**config.mk**
```make
export PLATFORM = sky130hd
export DESIGN_NAME = spi_master_shifter_flat
export DESIGN_NICKNAME = d
export VERILOG_FILES = /design/src/rtl/spi_master_shifter_if.sv /design/src/rtl/spi_master_shifter.sv /design/src/flat_wrapper.sv
export SDC_FILE = /design/constraint.sdc
export NUM_CORES = 1
export LEC_CHECK = 0
export ABC_AREA = 1
export BUFFER_PORTS_ARGS = -buffer_cell sky130_fd_sc_hd__clkbuf_2
export CAP_MARGIN = 20
export CORE_MARGIN = 4
export CORE_UTILIZATION = 50
export DETAILED_ROUTE_END_ITERATION = 10
export PLACE_DENSITY = 0.74
export SYNTH_ARGS = -nofsm -noshare
export SYNTH_HDL_FRONTEND = slang
export SYNTH_SLANG_ARGS = --single-unit
```
**constraint.sdc**
```tcl
create_clock -name clk_in -period 1.5 [get_ports clk_in]
set_input_delay 0.075 -clock clk_in [delete_from_list [all_inputs] [get_ports clk_in]]
set_output_delay 0.075 -clock clk_in [all_outputs]
set_load 0.05 [all_outputs]
```
**src/rtl/spi_master_shifter_if.sv**
```systemverilog
// Host-side and SPI-side signals of spi_master_shifter, grouped into one bundle.
// master: the serialiser itself; slave: the host/peripheral environment driving it.
interface spi_master_shifter_if #(
    parameter int DATA_WIDTH = 8
) ();
    logic                  start;
    logic [DATA_WIDTH-1:0] tx_data;
    logic                  busy;
    logic                  done;
    logic [DATA_WIDTH-1:0] rx_data;
    logic                  sclk;
    logic                  mosi;
    logic                  miso;
    logic                  cs_n;

    modport master (
        input  start, tx_data, miso,
        output busy, done, rx_data, sclk, mosi, cs_n
    );

    modport slave (
        output start, tx_data, miso,
        input  busy, done, rx_data, sclk, mosi, cs_n
    );
endinterface

```
**src/rtl/spi_master_shifter.sv**
```systemverilog
// Mode-0 SPI master serialiser with internally divided SCLK, all on clk_in.
// Optional macro SPI_LSB_FIRST_EN selects LSB-first bit order (default MSB first).
module spi_master_shifter #(
    parameter int DIV_FACTOR = 4,
    parameter int DATA_WIDTH = 8
) (
    input  logic                 clk_in,
    input  logic                 rst,
    spi_master_shifter_if.master bus
);
    localparam int CNT_W = (DIV_FACTOR > 1) ? $clog2(DIV_FACTOR) : 1;
    localparam int BIT_W = $clog2(DATA_WIDTH + 1);
    localparam logic [CNT_W-1:0] CNT_MAX  = CNT_W'(DIV_FACTOR - 1);
    localparam logic [BIT_W-1:0] LAST_BIT = BIT_W'(DATA_WIDTH - 1);

    typedef enum logic [1:0] {
        S_IDLE,
        S_LEAD,
        S_SHIFT,
        S_TRAIL
    } state_t;

    state_t                r_state;
    logic [CNT_W-1:0]      r_cnt;
    logic [BIT_W-1:0]      r_bit;
    logic [DATA_WIDTH-1:0] r_tx;
    logic [DATA_WIDTH-1:0] r_rx;
    logic [DATA_WIDTH-1:0] r_rx_data;
    logic                  r_sclk;
    logic                  r_mosi;
    logic                  r_cs_n;
    logic                  r_busy;
    logic                  r_done;

    logic                  w_tick;
    logic                  w_tx_first;
    logic                  w_tx_next;
    logic [DATA_WIDTH-1:0] w_tx_shifted;
    logic [DATA_WIDTH-1:0] w_rx_shifted;

    assign w_tick = (r_cnt == CNT_MAX);

`ifdef SPI_LSB_FIRST_EN
    assign w_tx_first   = bus.tx_data[0];
    assign w_tx_next    = r_tx[1];
    assign w_tx_shifted = r_tx >> 1;
    assign w_rx_shifted = {bus.miso, r_rx[DATA_WIDTH-1:1]};
`else
    assign w_tx_first   = bus.tx_data[DATA_WIDTH-1];
    assign w_tx_next    = r_tx[DATA_WIDTH-2];
    assign w_tx_shifted = r_tx << 1;
    assign w_rx_shifted = {r_rx[DATA_WIDTH-2:0], bus.miso};
`endif

    // NOTE: all state, including the data shift registers, is cleared by the async reset so
    // an aborted transfer leaves nothing behind; every register here uses non-blocking updates.
    always_ff @(posedge clk_in or posedge rst) begin
        if (rst) begin
            r_state   <= S_IDLE;
            r_cnt     <= '0;
            r_bit     <= '0;
            r_tx      <= '0;
            r_rx      <= '0;
            r_rx_data <= '0;
            r_sclk    <= 1'b0;
            r_mosi    <= 1'b0;
            r_cs_n    <= 1'b1;
            r_busy    <= 1'b0;
            r_done    <= 1'b0;
        end else begin
            r_done <= 1'b0;
            if (r_state != S_IDLE) begin
                r_cnt <= w_tick ? '0 : r_cnt + 1'b1;
            end
            case (r_state)
                S_IDLE: begin
                    if (bus.start) begin
                        r_tx    <= bus.tx_data;
                        r_bit   <= '0;
                        r_cnt   <= '0;
                        r_cs_n  <= 1'b0;
                        r_busy  <= 1'b1;
                        r_mosi  <= w_tx_first;
                        r_state <= S_LEAD;
                    end
                end
                S_LEAD: begin
                    if (w_tick) begin
                        r_sclk  <= 1'b1;
                        r_rx    <= w_rx_shifted;
                        r_state <= S_SHIFT;
                    end
                end
                S_SHIFT: begin
                    if (w_tick) begin
                        r_sclk <= ~r_sclk;
                        if (!r_sclk) begin
                            r_rx <= w_rx_shifted;
                        end else begin
                            // Falling toggle: the last bit stays on mosi through TRAIL.
                            r_bit <= r_bit + 1'b1;
                            if (r_bit == LAST_BIT) begin
                                r_state <= S_TRAIL;
                            end else begin
                                r_mosi <= w_tx_next;
                                r_tx   <= w_tx_shifted;
                            end
                        end
                    end
                end
                S_TRAIL: begin
                    if (w_tick) begin
                        r_rx_data <= r_rx;
                        r_cs_n    <= 1'b1;
                        r_mosi    <= 1'b0;
                        r_busy    <= 1'b0;
                        r_done    <= 1'b1;
                        r_state   <= S_IDLE;
                    end
                end
                default: r_state <= S_IDLE;
            endcase
        end
    end

    assign bus.busy    = r_busy;
    assign bus.done    = r_done;
    assign bus.rx_data = r_rx_data;
    assign bus.sclk    = r_sclk;
    assign bus.mosi    = r_mosi;
    assign bus.cs_n    = r_cs_n;
endmodule

```
**src/flat_wrapper.sv**
```systemverilog
// flat-port wrapper written by rule: the top's interface ports become plain ports
module spi_master_shifter_flat 
#(
    parameter int DIV_FACTOR = 4,
    parameter int DATA_WIDTH = 8
)
  (clk_in, rst, bus_start, bus_tx_data, bus_miso, bus_busy, bus_done, bus_rx_data, bus_sclk, bus_mosi, bus_cs_n);
  spi_master_shifter_if #(.DATA_WIDTH(DATA_WIDTH)) bus_i ();
  input  logic clk_in;
  input  logic rst;
  input wire logic [$bits(bus_i.start)-1:0] bus_start;
  input wire logic [$bits(bus_i.tx_data)-1:0] bus_tx_data;
  input wire logic [$bits(bus_i.miso)-1:0] bus_miso;
  output wire logic [$bits(bus_i.busy)-1:0] bus_busy;
  output wire logic [$bits(bus_i.done)-1:0] bus_done;
  output wire logic [$bits(bus_i.rx_data)-1:0] bus_rx_data;
  output wire logic [$bits(bus_i.sclk)-1:0] bus_sclk;
  output wire logic [$bits(bus_i.mosi)-1:0] bus_mosi;
  output wire logic [$bits(bus_i.cs_n)-1:0] bus_cs_n;
  assign bus_i.start = bus_start;
  assign bus_i.tx_data = bus_tx_data;
  assign bus_i.miso = bus_miso;
  assign bus_busy = bus_i.busy;
  assign bus_done = bus_i.done;
  assign bus_rx_data = bus_i.rx_data;
  assign bus_sclk = bus_i.sclk;
  assign bus_mosi = bus_i.mosi;
  assign bus_cs_n = bus_i.cs_n;
  spi_master_shifter #(.DIV_FACTOR(DIV_FACTOR), .DATA_WIDTH(DATA_WIDTH)) u_core (.clk_in(clk_in), .rst(rst), .bus(bus_i));
endmodule
```
==> summary.txt, run 1 <==
Outcome
  • Status: complete, no violations

Yosys
  • Largest family of logic cells by synthesized area: simple AND/OR/NAND/NOR gates
  • Post-synthesis cell type count: 22
  • Gate Count Post-Synth: 216
  • Post-synthesis compound-gate area fraction: 11.8%
  • Synth Area in XOR/XNOR: 0.481%
  • Simple-gate portion of the synthesized area: 25.4%
  • Net Count, Synth: 237
  • Mux share of post-synthesis cell area: 0%
  • Synth Area in Adders: 6.19%
  • Avg Inst Size Synth: 8.42 sq um
  • Synth warn: 0
  • Synthesized flop and latch total: 36
  • Synthesized cell area: 1820 sq um
  • Sequential share of the synthesized area: 49.6%

Timing
  • Setup violators final: 0
  • Minimum clock period: 1.50 ns
  • Worst slew pin tran: 0.433 ns
  • Period utilisation layout: 99.9%
  • RSZ-0062 raised after global routing: yes
  • Fin. Hold Viols: 0
  • Clock Skews: 0.0108 ns
  • Final Max Slew Viols: 0
  • Worst slew margin: 71.1%
  • Setup TNS Final: 0 ns
  • Fin Hold WS: 0.0257 ns
  • FMAX: 0.667 GHz

Critical path
  • Top delay family on crit path: flip-flops
  • CP most frequent cell: buf_6
  • Crit-path max FO: 8
  • Crit start category: flop
  • WP buf/inv: 2
  • Slowest-stage cell, CP: dfrtp_2
  • CP max stage delay: 0.46 ns
  • Critical Path AT: 1.78 ns
  • Required time worst endpoint: 1.78 ns
  • Critical path type: flop to flop
  • CP Cell Sequence: buf_6 -> ha_4 -> o21ai_4 -> buf_6 -> nand3_4 -> o21ai_2
  • Crit. End Element: flop

Layout
  • Fraction of layout cells with a size suffix above 1: 32.5%
  • Register area: 903 sq um
  • Ant. Diodes: 0
  • Filler Cells Inserted: 289
  • Final net count: 288
  • P&R area growth vs syn: 27.9%
  • Multi-input logic area: 912 sq um
  • Non-filler cells, final: 314

Routing
  • Via density per instance: 4.77
  • Routed Wire Length: 3.88 mm
  • Via count: 1498
  • Initial DRT Pass Iterations: 4
  • Drt first-iter violations: 83
  • Routed length on met1: 1.83 mm
  • DR WL/cell: 12.3 microns
  • Detail Route Antenna Nets: 0
  • DRC viols: 0
  • Routed met2 length: 1.83 mm
  • Met3 routed WL: 167 microns
  • Top routing layer in use: met4

CTS
  • CTS root buffer: clkbuf_4
  • Maximum root-to-sink buffer count: 2
  • H-tree depth: 2
  • Clock sinks: 36
  • CTS tree: done
  • Clock latency on the worst-skew pair: 0.34 ns
  • Num CTS Buffers: 5
  • Clock slew at reported path FFs: 0.11 ns

Place
  • GPL Wtd Cong: 0.931
  • Port bufs: 24
  • Dpl cells: 299
  • Dpl hpwl: 2.57 mm

Power
  • PD cells: 2340 nW/um^2
  • VDD IR max: 1.31 mV
  • Internal Power: 2.81 mW
  • Switching Fraction: 48.4%
  • Seq pwr share: 29.5%
  • Gate power share: 61.3%
  • Clock power frac: 9.2%
  • Switch Pwr: 2.64 mW
  • P_leak: 1.23 nW

Hold path
  • Hold Crit Class: input port to flop

Floorplanning
  • Cell row count: 21
  • IO Count: 25
  • Starting Density: 53.3%
  • Die Footprint: 4670 sq um
  • Chip Height: 68.3 microns
  • Core box area: 3420 sq um
  • Chip width: 68.3 microns

Global routing
  • First-pass GRT wire length: 6.02 mm
  • Initial antenna violation count: 0
  • Largest net degree at the start of global routing: 37
  • Number of global-route vias before repair: 1308
  • GRT Util Overall: 17.9%
  • Gr ovfl total: 0

Run
  • Max Cap Viol: 0
-- final cells by class --
cell class              count  share of cell area [%]
flip-flops and latches     36                    38.8
repair buffers             47                    13.4
well taps                  46                    2.47
clock buffers               5                    1.61
clock inverters             3                   0.806
multi-input cells         154                    39.2
inverters                  23                    3.71
-- cells in the mapped netlist --
library cell  number  area share [%]
and2_1             1            0.34
buf_2              1            0.27
buf_6              2             1.2
clkbuf_1           1            0.21
dfrtp_1           35              48
dfstp_2            1             1.4
ha_1               9             6.2
inv_1             23             4.7
nand2_1           85              18
nand2_2            2            0.69
nand3_1            7             1.9
nand3_2            1            0.55
nand3_4            1            0.96
nand4_1            2            0.69
nor2_1             7             1.4
nor2_4             1            0.62
o21a_1             3             1.2
o21ai_0           23             6.3
o21ai_2            7             3.4
o21ai_4            1            0.89
or2_2              2            0.69
xor2_1             1            0.48
-- layer usage --
| metal | vias to the layer above | global-route usage (%) |
|---|---|---|
| met1 | 677 | 23.3 |
| met5 | - | 0 |
| met2 | 27 | 28.6 |
| met3 | 7 | 4.60 |
| li1 | 787 | - |
| met4 | 0 | 6.70 |
-- stage by stage --
stage	utilization [%]	worst slack (ns)	power (mW)	cell area [sq um]
2_1_floorplan	-	0.00638	3.71	1820
3_3_place_gp	61.3	-0.0192	4.38	2090
3_5_place_dp	61.3	-0.0565	4.43	2090
4_1_cts	64.4	-0.00951	5.08	2200
5_1_grt	68.1	-0.0826	5.89	2330
6_report	68.1	0.00184	5.45	2330
-- path summary, 6_finish.rpt --
check | cells past startpoint | slack, ns | end | start
setup / recovery | 6 | 0.002 | u_core.r_rx[7] | u_core.r_state[1]
hold / removal | 5 | 0.03 | u_core.r_tx[2] | bus_tx_data[2]
setup reg to reg | 6 | 0.002 | u_core.r_rx[7] | u_core.r_state[1]
hold reg to reg | 2 | 0.48 | u_core.bus.cs_n | u_core.bus.cs_n
max in group asynchronous | 4 | 0.81 | u_core.bus.cs_n | rst
min in group asynchronous | 4 | 0.34 | u_core.r_tx[3] | rst
-- cells by family (layout without fill, tap and decap cells) --
logic type,after synthesis,after routing
DFF,36,36
and+or+nand+nor,109,110
AOI/OAI and AO/OA,34,34
adders and majority gates,9,9
xor gates and xnor gates,1,1
buffers and inverters,27,78
-- cells in the final DEF, fill, tap and decap left out, drive strengths merged --
cell type	synthesis	routed
dlygate4sd3	0	3
buf	3	20
or2	2	2
o21a	3	3
nand3	9	10
ha	9	9
xor2	1	1
clkbuf	1	29
and2	1	1
inv	23	23
dfstp	1	1
o21ai	31	31
nand2	87	87
nor2	8	8
clkinv	0	3
dfrtp	35	35
nand4	2	2
-- worst register-to-register path, delay by kind of cell, from the launching register on --
family	cells	cell delay, ns
compound gates	2	0.36
buf+inv	2	0.27
flops	1	0.46
simple gates	1	0.15
fa+ha+maj	1	0.18
-- power by group through the flow --
| stage | sequential [mW] | combinational, mW | clock [mW] |
|---|---|---|---|
| 6_report | 1.61 | 3.34 | 0.502 |
| 5_1_grt | 1.65 | 3.68 | 0.554 |
| 4_1_cts | 1.59 | 2.97 | 0.515 |
| 3_5_place_dp | 1.61 | 2.82 | 0 |
| 3_3_place_gp | 1.60 | 2.78 | 0 |
| 2_1_floorplan | 2.03 | 1.68 | 0 |
-- flip-flops by register name, summed over array words and instances, names as in the netlist --
register / count
u_core.r_state: 2
u_core.bus.cs_n: 1
u_core.r_cnt: 2
u_core.r_tx: 7
u_core.bus.mosi: 1
u_core.bus.done: 1
u_core.r_rx: 8
u_core.bus.busy: 1
u_core.bus.rx_data: 8
u_core.bus.sclk: 1
u_core.r_bit: 4
-- what timing repair did --
item | in CTS | in global routing
setup endpoints to repair | 20 | 29
cloned | 1 | 0
setup buffers | 0 | 3
hold endpoints to repair | 36 | 1
gates resized for setup | 6 | 26
hold buffers | 2 | 1
pin swaps | 1 | 6
Power figures use the tool's default switching activity.
==> run 2, diff against run 1 <==
--- a/config.mk
+++ b/config.mk
@@ -12,6 +12,7 @@
 export CORE_UTILIZATION = 50
 export DETAILED_ROUTE_END_ITERATION = 10
 export PLACE_DENSITY = 0.74
+export REMOVE_ABC_BUFFERS = 1
 export SYNTH_ARGS = -nofsm -noshare
 export SYNTH_HDL_FRONTEND = slang
 export SYNTH_SLANG_ARGS = --single-unit
==> run 2 against run 1 <==
Against the previous run: the run now ends with negative hold slack, negative setup slack left; register-to-register slack lost 0.04 ns; cell count increased by 1.3%; non-clock buffer count increased by 3; flip-flop and latch count unchanged; critical path type unchanged; combinational power rose by 8.7%; sequential power about the same; first-iteration DRC count rose by 18%; clock-buffer cell count up 2; design area increased by 3.0%; die area unchanged.
==> summary.txt, run 2 (synthesis results as in run 1) <==
Critical path
  • CP most frequent cell: nand2_2 (was buf_6)
  • CP Cell Sequence: inv_2 -> buf_4 -> ha_4 -> o21ai_4 -> buf_6 -> nand2_2 -> nor2_4 -> nand2_2 -> nand2_1 (was buf_6 -> ha_4 -> o21ai_4 -> buf_6 -> nand3_4 -> o21ai_2)
  • Worst Reg-to-Reg Cells: 9 (was 6)
  • Reg2Reg Setup Slack: -0.04 ns (was 0.002 ns)
  • Slowest-stage cell, CP: dfrtp_2 (unchanged)
  • CP max stage delay: 0.45 ns (was 0.46 ns)
  • Worst path depth: 9 (was 6)
  • WP buf/inv: 3 (was 2)
  • Critical path type: flop to flop (unchanged)
  • Critical Path AT: 1.83 ns (was 1.78 ns)
  • Required time worst endpoint: 1.78 ns (about the same)
  • Crit start category: flop (unchanged)
  • Top delay family on crit path: flip-flops (unchanged)
  • Crit-path max FO: 4 (was 8)
  • Crit. End Element: flop (unchanged)

Routing
  • Routed Wire Length: 4.15 mm (was 3.88 mm)
  • Via density per instance: 4.92 (was 4.77)
  • Drt first-iter violations: 98 (was 83)
  • Initial DRT Pass Iterations: 4 (unchanged)
  • DR WL/cell: 13.1 microns (was 12.3 microns)
  • DRC viols: 0 (unchanged)
  • Detail Route Antenna Nets: 0 (unchanged)
  • Via count: 1563 (was 1498)

Layout
  • Final instance area: 2400 sq um (was 2330 sq um)
  • Commonest non-fill, non-tap cell in the layout: nand2_1 (unchanged)
  • P&R area growth vs syn: 31.8% (was 27.9%)
  • Final net count: 292 (was 288)
  • Commonest cells after routing, fill and taps aside: nand2_1 (76), dfrtp_1 (34), clkbuf_2 (24) (was nand2_1 (77), dfrtp_1 (34), clkbuf_2 (24))
  • Ant. Diodes: 0 (unchanged)
  • Fraction of layout cells with a size suffix above 1: 34.2% (was 32.5%)

Floorplanning
  • Chip Height: 68.3 microns (unchanged)
  • Starting Density: 53.3% (unchanged)
  • Die Footprint: 4670 sq um (unchanged)
  • Cell row count: 21 (unchanged)
  • Chip width: 68.3 microns (unchanged)
  • Core box area: 3420 sq um (unchanged)
  • IO Count: 25 (unchanged)

CTS
  • Maximum root-to-sink buffer count: 2 (unchanged)
  • H-tree depth: 2 (unchanged)
  • Clock latency on the worst-skew pair: 0.34 ns (about the same)
  • CTS root buffer: clkbuf_4 (unchanged)
  • CTS tree: done (unchanged)
  • Clock sinks: 36 (unchanged)
  • Num CTS Buffers: 5 (unchanged)
  • Clock slew at reported path FFs: 0.11 ns (about the same)

Power
  • Internal Power: 2.97 mW (was 2.81 mW)
  • VDD IR max: 1.32 mV (was 1.31 mV)
  • Clock power frac: 9.7% (was 9.2%)
  • Switching Fraction: 48.6% (was 48.4%)
  • PD cells: 2410 nW/um^2 (was 2340 nW/um^2)
  • Seq pwr share: 27.6% (was 29.5%)
  • Tot Pwr: 5.79 mW (was 5.45 mW)
  • Switch Pwr: 2.81 mW (was 2.64 mW)
  • P_leak: 1.25 nW (was 1.23 nW)
  • Gate power share: 62.7% (was 61.3%)

Outcome
  • Status: complete, but fails checks (was complete, no violations)
  • Failing checks: negative hold slack, negative setup slack

Timing
  • Final WS setup: -0.0429 ns (was 0.00184 ns)
  • Setup violators final: 11 (was 0)
  • Worst slew pin tran: 0.437 ns (was 0.433 ns)
  • FMAX: 0.648 GHz (was 0.667 GHz)
  • Period utilisation layout: 103% (was 99.9%)
  • Minimum clock period: 1.54 ns (was 1.50 ns)
  • Fin Hold WS: -0.00611 ns (was 0.0257 ns)
  • Final Max Slew Viols: 0 (unchanged)
  • Clock Skews: 0.00544 ns (was 0.0108 ns)
  • Fin. Hold Viols: 1 (was 0)
  • Worst slew margin: 70.9% (was 71.1%)
  • RSZ-0062 raised after global routing: yes (unchanged)

Global routing
  • Number of global-route vias before repair: 1479 (was 1308)
  • First-pass GRT wire length: 6.58 mm (was 6.02 mm)
  • Largest net degree at the start of global routing: 37 (unchanged)
  • GRT Util Overall: 18.8% (was 17.9%)
  • Initial antenna violation count: 0 (unchanged)
  • Gr ovfl total: 0 (unchanged)

Hold path
  • Hold Crit Class: input port to flop (unchanged)
  • Hold path cells: 5 (unchanged)

Place
  • Post-placement setup slack: -0.115 ns (was -0.0565 ns)
  • Port bufs: 24 (unchanged)
  • Dpl hpwl: 2.53 mm (was 2.57 mm)
  • GPL Wtd Cong: 0.747 (was 0.931)
  • Placed cell area: 2140 sq um (was 2090 sq um)

Run
  • Max Cap Viol: 0 (unchanged)
run 2: cell type report:
cell class,instances,area [sq um]
inverter,23,86.3
sequential,36,903
tap,46,57.6
timing repair buffer,50,363
fill,270,1020
clock buffer,7,55.1
multi-input combinational,155,925
clock inverter,1,7.51
run 2: worst min-delay path, cell delays in order:
cell and delay (ns):
clkbuf_2 0.08, inv_1 0.04, nor2_1 0.03, nand2_1 0.04
nand2_1 0.05
run 2: routing by layer:
layer / wire length [microns] / up-vias / track usage [%]
met5: 0 / - / 0
met4: 85 / 0 / 7.69
met3: 120 / 8 / 5.09
met2: 2010 / 27 / 30.4
met1: 1940 / 729 / 23.7
li1: - / 799 / -
run 2: stage by stage:
step           setup TNS [ns]  std cells  hold WS (ns)  utilization (%)
4_1_cts                     0        315       0.00381             67.7
2_1_floorplan           -2.28        212         0.206                -
5_1_grt                 -1.28        318    -0.0000212             70.2
3_5_place_dp           -0.782        302         0.178             62.7
6_report               -0.220        318      -0.00611             70.2
3_3_place_gp           -0.500        302         0.182             62.7
run 2: worst paths after layout:
path / startpoint / to
worst max-delay path: u_core.r_state[1] / u_core.r_state[0]
worst min-delay path: bus_tx_data[0] / u_core.r_tx[0]
worst max register to register: u_core.r_state[1] / u_core.r_state[0]
worst min register to register: u_core.bus.cs_n / u_core.bus.cs_n
max in group asynchronous: rst / u_core.bus.cs_n
min in group asynchronous: rst / u_core.r_tx[0]
run 2: power groups by stage:
| stage | sequential [mW] | clock [mW] | combinational [mW] |
|---|---|---|---|
| floorplan | 2.03 | 0 | 1.58 |
| global placement | 1.58 | 0 | 2.87 |
| detailed placement | 1.60 | 0 | 2.92 |
| CTS | 1.58 | 0.562 | 3.24 |
| global route | 1.65 | 0.617 | 3.97 |
| finish | 1.60 | 0.561 | 3.63 |
run 2: repair_timing:
item / 4_1_cts / 5_1_grt
hold buffers: 3 / 0
endpoints found under the hold margin: 37 / 0
resized for setup: 15 / 19
setup buffers: 1 / 2
cloned: 1 / 1
setup endpoints to repair: 22 / 23
pin swaps: 5 / 12
==> run 3, diff against run 2 <==
--- a/config.mk
+++ b/config.mk
@@ -5,7 +5,6 @@
 export SDC_FILE = /design/constraint.sdc
 export NUM_CORES = 1
 export LEC_CHECK = 0
-export ABC_AREA = 1
 export BUFFER_PORTS_ARGS = -buffer_cell sky130_fd_sc_hd__clkbuf_2
 export CAP_MARGIN = 20
 export CORE_MARGIN = 4
==> run 3 against run 2 <==
Against the previous run: clock power up 20%; highest routed layer unchanged; routed wire length down 9.4%; critical endpoint is now u_core.bus.mosi; the run ends with negative setup slack left; register-to-register slack worse by 0.28 ns; flip-flop and latch count unchanged.
==> summary.txt, run 3 <==
Outcome
  • Status: complete, but fails checks (unchanged)
  • Failing checks: negative setup slack (was negative hold slack, negative setup slack)

Power
  • Internal Power: 1.35 mW (was 2.97 mW)
  • Gate power share: 3.0% (was 62.7%)
  • Switching Fraction: 21.1% (was 48.6%)
  • Clock power frac: 39.4% (was 9.7%)
  • VDD IR max: 0.695 mV (was 1.32 mV)
  • P_leak: 1.21 nW (was 1.25 nW)
  • Switch Pwr: 0.362 mW (was 2.81 mW)
  • Seq pwr share: 57.6% (was 27.6%)
  • PD cells: 711 nW/um^2 (was 2410 nW/um^2)

Yosys
  • Main synth FF type: dfrtp_1 (unchanged)
  • Synth warn: 0 (unchanged)
  • Synthesized cell area: 1740 sq um (was 1820 sq um)
  • Dominant cell type by area after synthesis: dfrtp_1 (unchanged)
  • Synth cell count leaders: dfrtp_1 (35), mux2_2 (31), nand2_1 (11) (was nand2_1 (85), dfrtp_1 (35), inv_1 (23), o21ai_0 (23), ha_1 (9))
  • Synthesized flop and latch total: 36 (unchanged)
  • Mux share of post-synthesis cell area: 20.6% (was 0%)
  • Area share of the largest cell type after synthesis: 50.2% (was 48.1%)
  • Post-synth EDFFs: 0 (unchanged)
  • Post-synthesis compound-gate area fraction: 10.8% (was 11.8%)
  • Gate Count Post-Synth: 144 (was 216)
  • Simple-gate portion of the synthesized area: 7.39% (was 25.4%)
  • Synth Area in Adders: 6.46% (was 6.19%)
  • Avg Inst Size Synth: 12.1 sq um (was 8.42 sq um)
  • Async set-reset flop share out of synthesis: 100% (unchanged)
  • Sequential share of the synthesized area: 51.7% (was 49.6%)
  • Synth area leaders: dfrtp_1 (50%), mux2_2 (20%), ha_1 (6.5%), o21ai_0 (2.6%), nand2_1 (2.4%) (was dfrtp_1 (48%), nand2_1 (18%), o21ai_0 (6.3%), ha_1 (6.2%), inv_1 (4.7%))
  • Top-count cell post-synth: dfrtp_1 (was nand2_1)
  • Post-synthesis cell type count: 28 (was 22)
  • Largest family of logic cells by synthesized area: multiplexers (was simple AND/OR/NAND/NOR gates)
  • Synth Area in XOR/XNOR: 0% (was 0.481%)

Hold path
  • Hold path startpoint: bus_tx_data[6] (was bus_tx_data[0])
  • Worst Hold Path EP: u_core.r_tx[6] (was u_core.r_tx[0])
  • Hold Crit Class: input port to flop (unchanged)
  • Hold path cells: 3 (was 5)

Place
  • Dpl hpwl: 2.58 mm (was 2.53 mm)
  • GPL Wtd Cong: 0.784 (was 0.747)
  • Port bufs: 24 (unchanged)
  • Placed cell area: 2160 sq um (was 2140 sq um)

Critical path
  • Crit. End Element: flop (unchanged)
  • Crit start category: flop (unchanged)
  • Required time worst endpoint: 1.73 ns (was 1.78 ns)
  • Critical path type: flop to flop (unchanged)
  • Worst Reg-to-Reg Cells: 5 (was 9)
  • Crit-path max FO: 4 (unchanged)
  • Reg2Reg Setup Slack: -0.32 ns (was -0.04 ns)
  • Critical R2R Launch: u_core.r_state[0] (was u_core.r_state[1])
  • Critical Path AT: 2.05 ns (was 1.83 ns)
  • R2R Path End: u_core.bus.mosi (was u_core.r_state[0])

Layout
  • Fraction of layout cells with a size suffix above 1: 57.0% (was 34.2%)
  • Final instance area: 2410 sq um (was 2400 sq um)
  • Commonest cells after routing, fill and taps aside: dfrtp_1 (34), buf_4 (30), clkbuf_2 (24) (was nand2_1 (76), dfrtp_1 (34), clkbuf_2 (24))
  • Filler Cells Inserted: 252 (was 270)
  • Ant. Diodes: 0 (unchanged)
  • Multi-input logic area: 913 sq um (was 925 sq um)
  • Commonest non-fill, non-tap cell in the layout: dfrtp_1 (was nand2_1)
  • P&R area growth vs syn: 38.3% (was 31.8%)
  • Final net count: 227 (was 292)
  • Register area: 903 sq um (unchanged)

CTS
  • Clock latency on the worst-skew pair: 0.34 ns (about the same)
  • Clock sinks: 36 (unchanged)
  • CTS root buffer: clkbuf_4 (unchanged)
  • Maximum root-to-sink buffer count: 2 (unchanged)
  • Num CTS Buffers: 5 (unchanged)
  • CTS tree: done (unchanged)
  • H-tree depth: 2 (unchanged)
  • Clock slew at reported path FFs: 0.11 ns (about the same)

Timing
  • Setup violators final: 30 (was 11)
  • FMAX: 0.549 GHz (was 0.648 GHz)
  • Worst slew margin: 70.8% (was 70.9%)
  • Fin. Hold Viols: 0 (was 1)
  • RSZ-0062 raised after global routing: yes (unchanged)
  • Period utilisation layout: 121% (was 103%)
  • Minimum clock period: 1.82 ns (was 1.54 ns)
  • Final Max Slew Viols: 0 (unchanged)
  • Clock Skews: 0.00934 ns (was 0.00544 ns)
  • Setup TNS Final: -6.58 ns (was -0.220 ns)
  • Worst slew pin tran: 0.437 ns (about the same)
  • Final WS setup: -0.321 ns (was -0.0429 ns)

Routing
  • Via density per instance: 5.23 (was 4.92)
  • Routed Wire Length: 3.76 mm (was 4.15 mm)
  • Drt first-iter violations: 76 (was 98)
  • DR WL/cell: 14.9 microns (was 13.1 microns)
  • Via count: 1324 (was 1563)
  • Initial DRT Pass Iterations: 4 (unchanged)
  • Detail Route Antenna Nets: 0 (unchanged)
  • DRC viols: 0 (unchanged)

Floorplanning
  • Chip width: 67.1 microns (was 68.3 microns)
  • Die Footprint: 4500 sq um (was 4670 sq um)
  • Core box area: 3360 sq um (was 3420 sq um)
  • Starting Density: 51.9% (was 53.3%)
  • IO Count: 25 (unchanged)
  • Chip Height: 67.1 microns (was 68.3 microns)
  • Cell row count: 21 (unchanged)

Global routing
  • First-pass GRT wire length: 6.44 mm (was 6.58 mm)
  • Initial antenna violation count: 0 (unchanged)
  • GRT Util Overall: 19.4% (was 18.8%)
  • Gr ovfl total: 0 (unchanged)
  • Largest net degree at the start of global routing: 37 (unchanged)
  • Number of global-route vias before repair: 1425 (was 1479)

Run
  • Max Cap Viol: 0 (unchanged)
run 3: changes by cell type after synthesis, sizes merged, moves of 5 or more:
cell / delta
inv: -15
mux2: +31
a21oi: +5
nand3: -7
o21ai: -21
nand2: -76
run 3: stage by stage:
stage | power (mW) | utilization [%] | setup WS [ns] | instances | hold slack (ns)
2_1_floorplan | 1.03 | - | -0.569 | 139 | 0.226
3_3_place_gp | 1.05 | 64.1 | -0.309 | 240 | 0.167
3_5_place_dp | 1.06 | 64.1 | -0.478 | 240 | 0.185
4_1_cts | 1.73 | 70.3 | -0.313 | 252 | 0.0726
5_1_grt | 1.79 | 71.7 | -0.380 | 253 | 0.0750
6_report | 1.71 | 71.7 | -0.321 | 253 | 0.0944
run 3: per-layer routing:
layer	track usage [%]	up-vias	routed length, microns
met4	7.59	0	72
li1	-	629	-
met3	5.23	10	121
met1	23.4	665	1630
met5	0	-	0
met2	32.8	20	1940
run 3: repair_timing:
action	in CTS	in global routing
setup buffers	2	1
resized for setup	25	12
hold buffers	2	0
endpoints found under the hold margin	36	0
endpoints found under the setup margin	30	35
pin swaps	3	2
run 3: kinds of logic (layout without fill, tap and decap cells):
group                    Yosys count  after routing
flip-flops                        36             36
multiplexers                      32             32
AND/OR/NAND/NOR                   28             28
AO/OA/AOI/OAI                     26             26
buffers and inverters             13             76
adder cells (fa/ha/maj)            9              9
run 3: layout make-up:
| cell class | instances | share of cell area [%] |
|---|---|---|
| Sequential cell | 36 | 37.4 |
| Clock buffer | 5 | 1.56 |
| Inverter | 8 | 1.24 |
| Clock inverter | 3 | 1.76 |
| Multi-Input combinational cell | 95 | 37.9 |
| Timing Repair Buffer | 60 | 17.7 |
| Tap cell | 46 | 2.39 |
run 3: power by group through the flow:
stage | Combinational (mW) | Clock (mW) | Sequential [mW]
after floorplan | 0.0245 | 0 | 1.00
after global placement | 0.0451 | 0 | 1.01
after detailed placement | 0.0482 | 0 | 1.01
after CTS | 0.0522 | 0.694 | 0.989
after global routing | 0.0583 | 0.739 | 0.991
final | 0.0507 | 0.676 | 0.988
run 3: how the worst max path moves through the flow:
| stage | startpoint | to | slack (ns) | cells past startpoint |
|---|---|---|---|---|
| 2_1_floorplan | u_core.r_state[0] | u_core.r_rx[0] | -0.57 | 6 |
| 3_3_place_gp | u_core.r_state[1] | u_core.r_tx[6] | -0.31 | 7 |
| 3_5_place_dp | u_core.r_state[1] | u_core.bus.mosi | -0.48 | 6 |
| 4_1_cts | u_core.r_state[1] | u_core.r_tx[3] | -0.31 | 7 |
| 5_1_grt | u_core.r_state[1] | u_core.r_rx[6] | -0.38 | 8 |
| 6_report | u_core.r_state[0] | u_core.bus.mosi | -0.32 | 5 |
run 3: worst max-delay path: stages, from the launching register on:
cell       delay (ns)
dfrtp_1          0.40
buf_4            0.16
ha_1             0.25
a21o_1           0.20
a2111oi_4        0.36
mux2_4           0.33
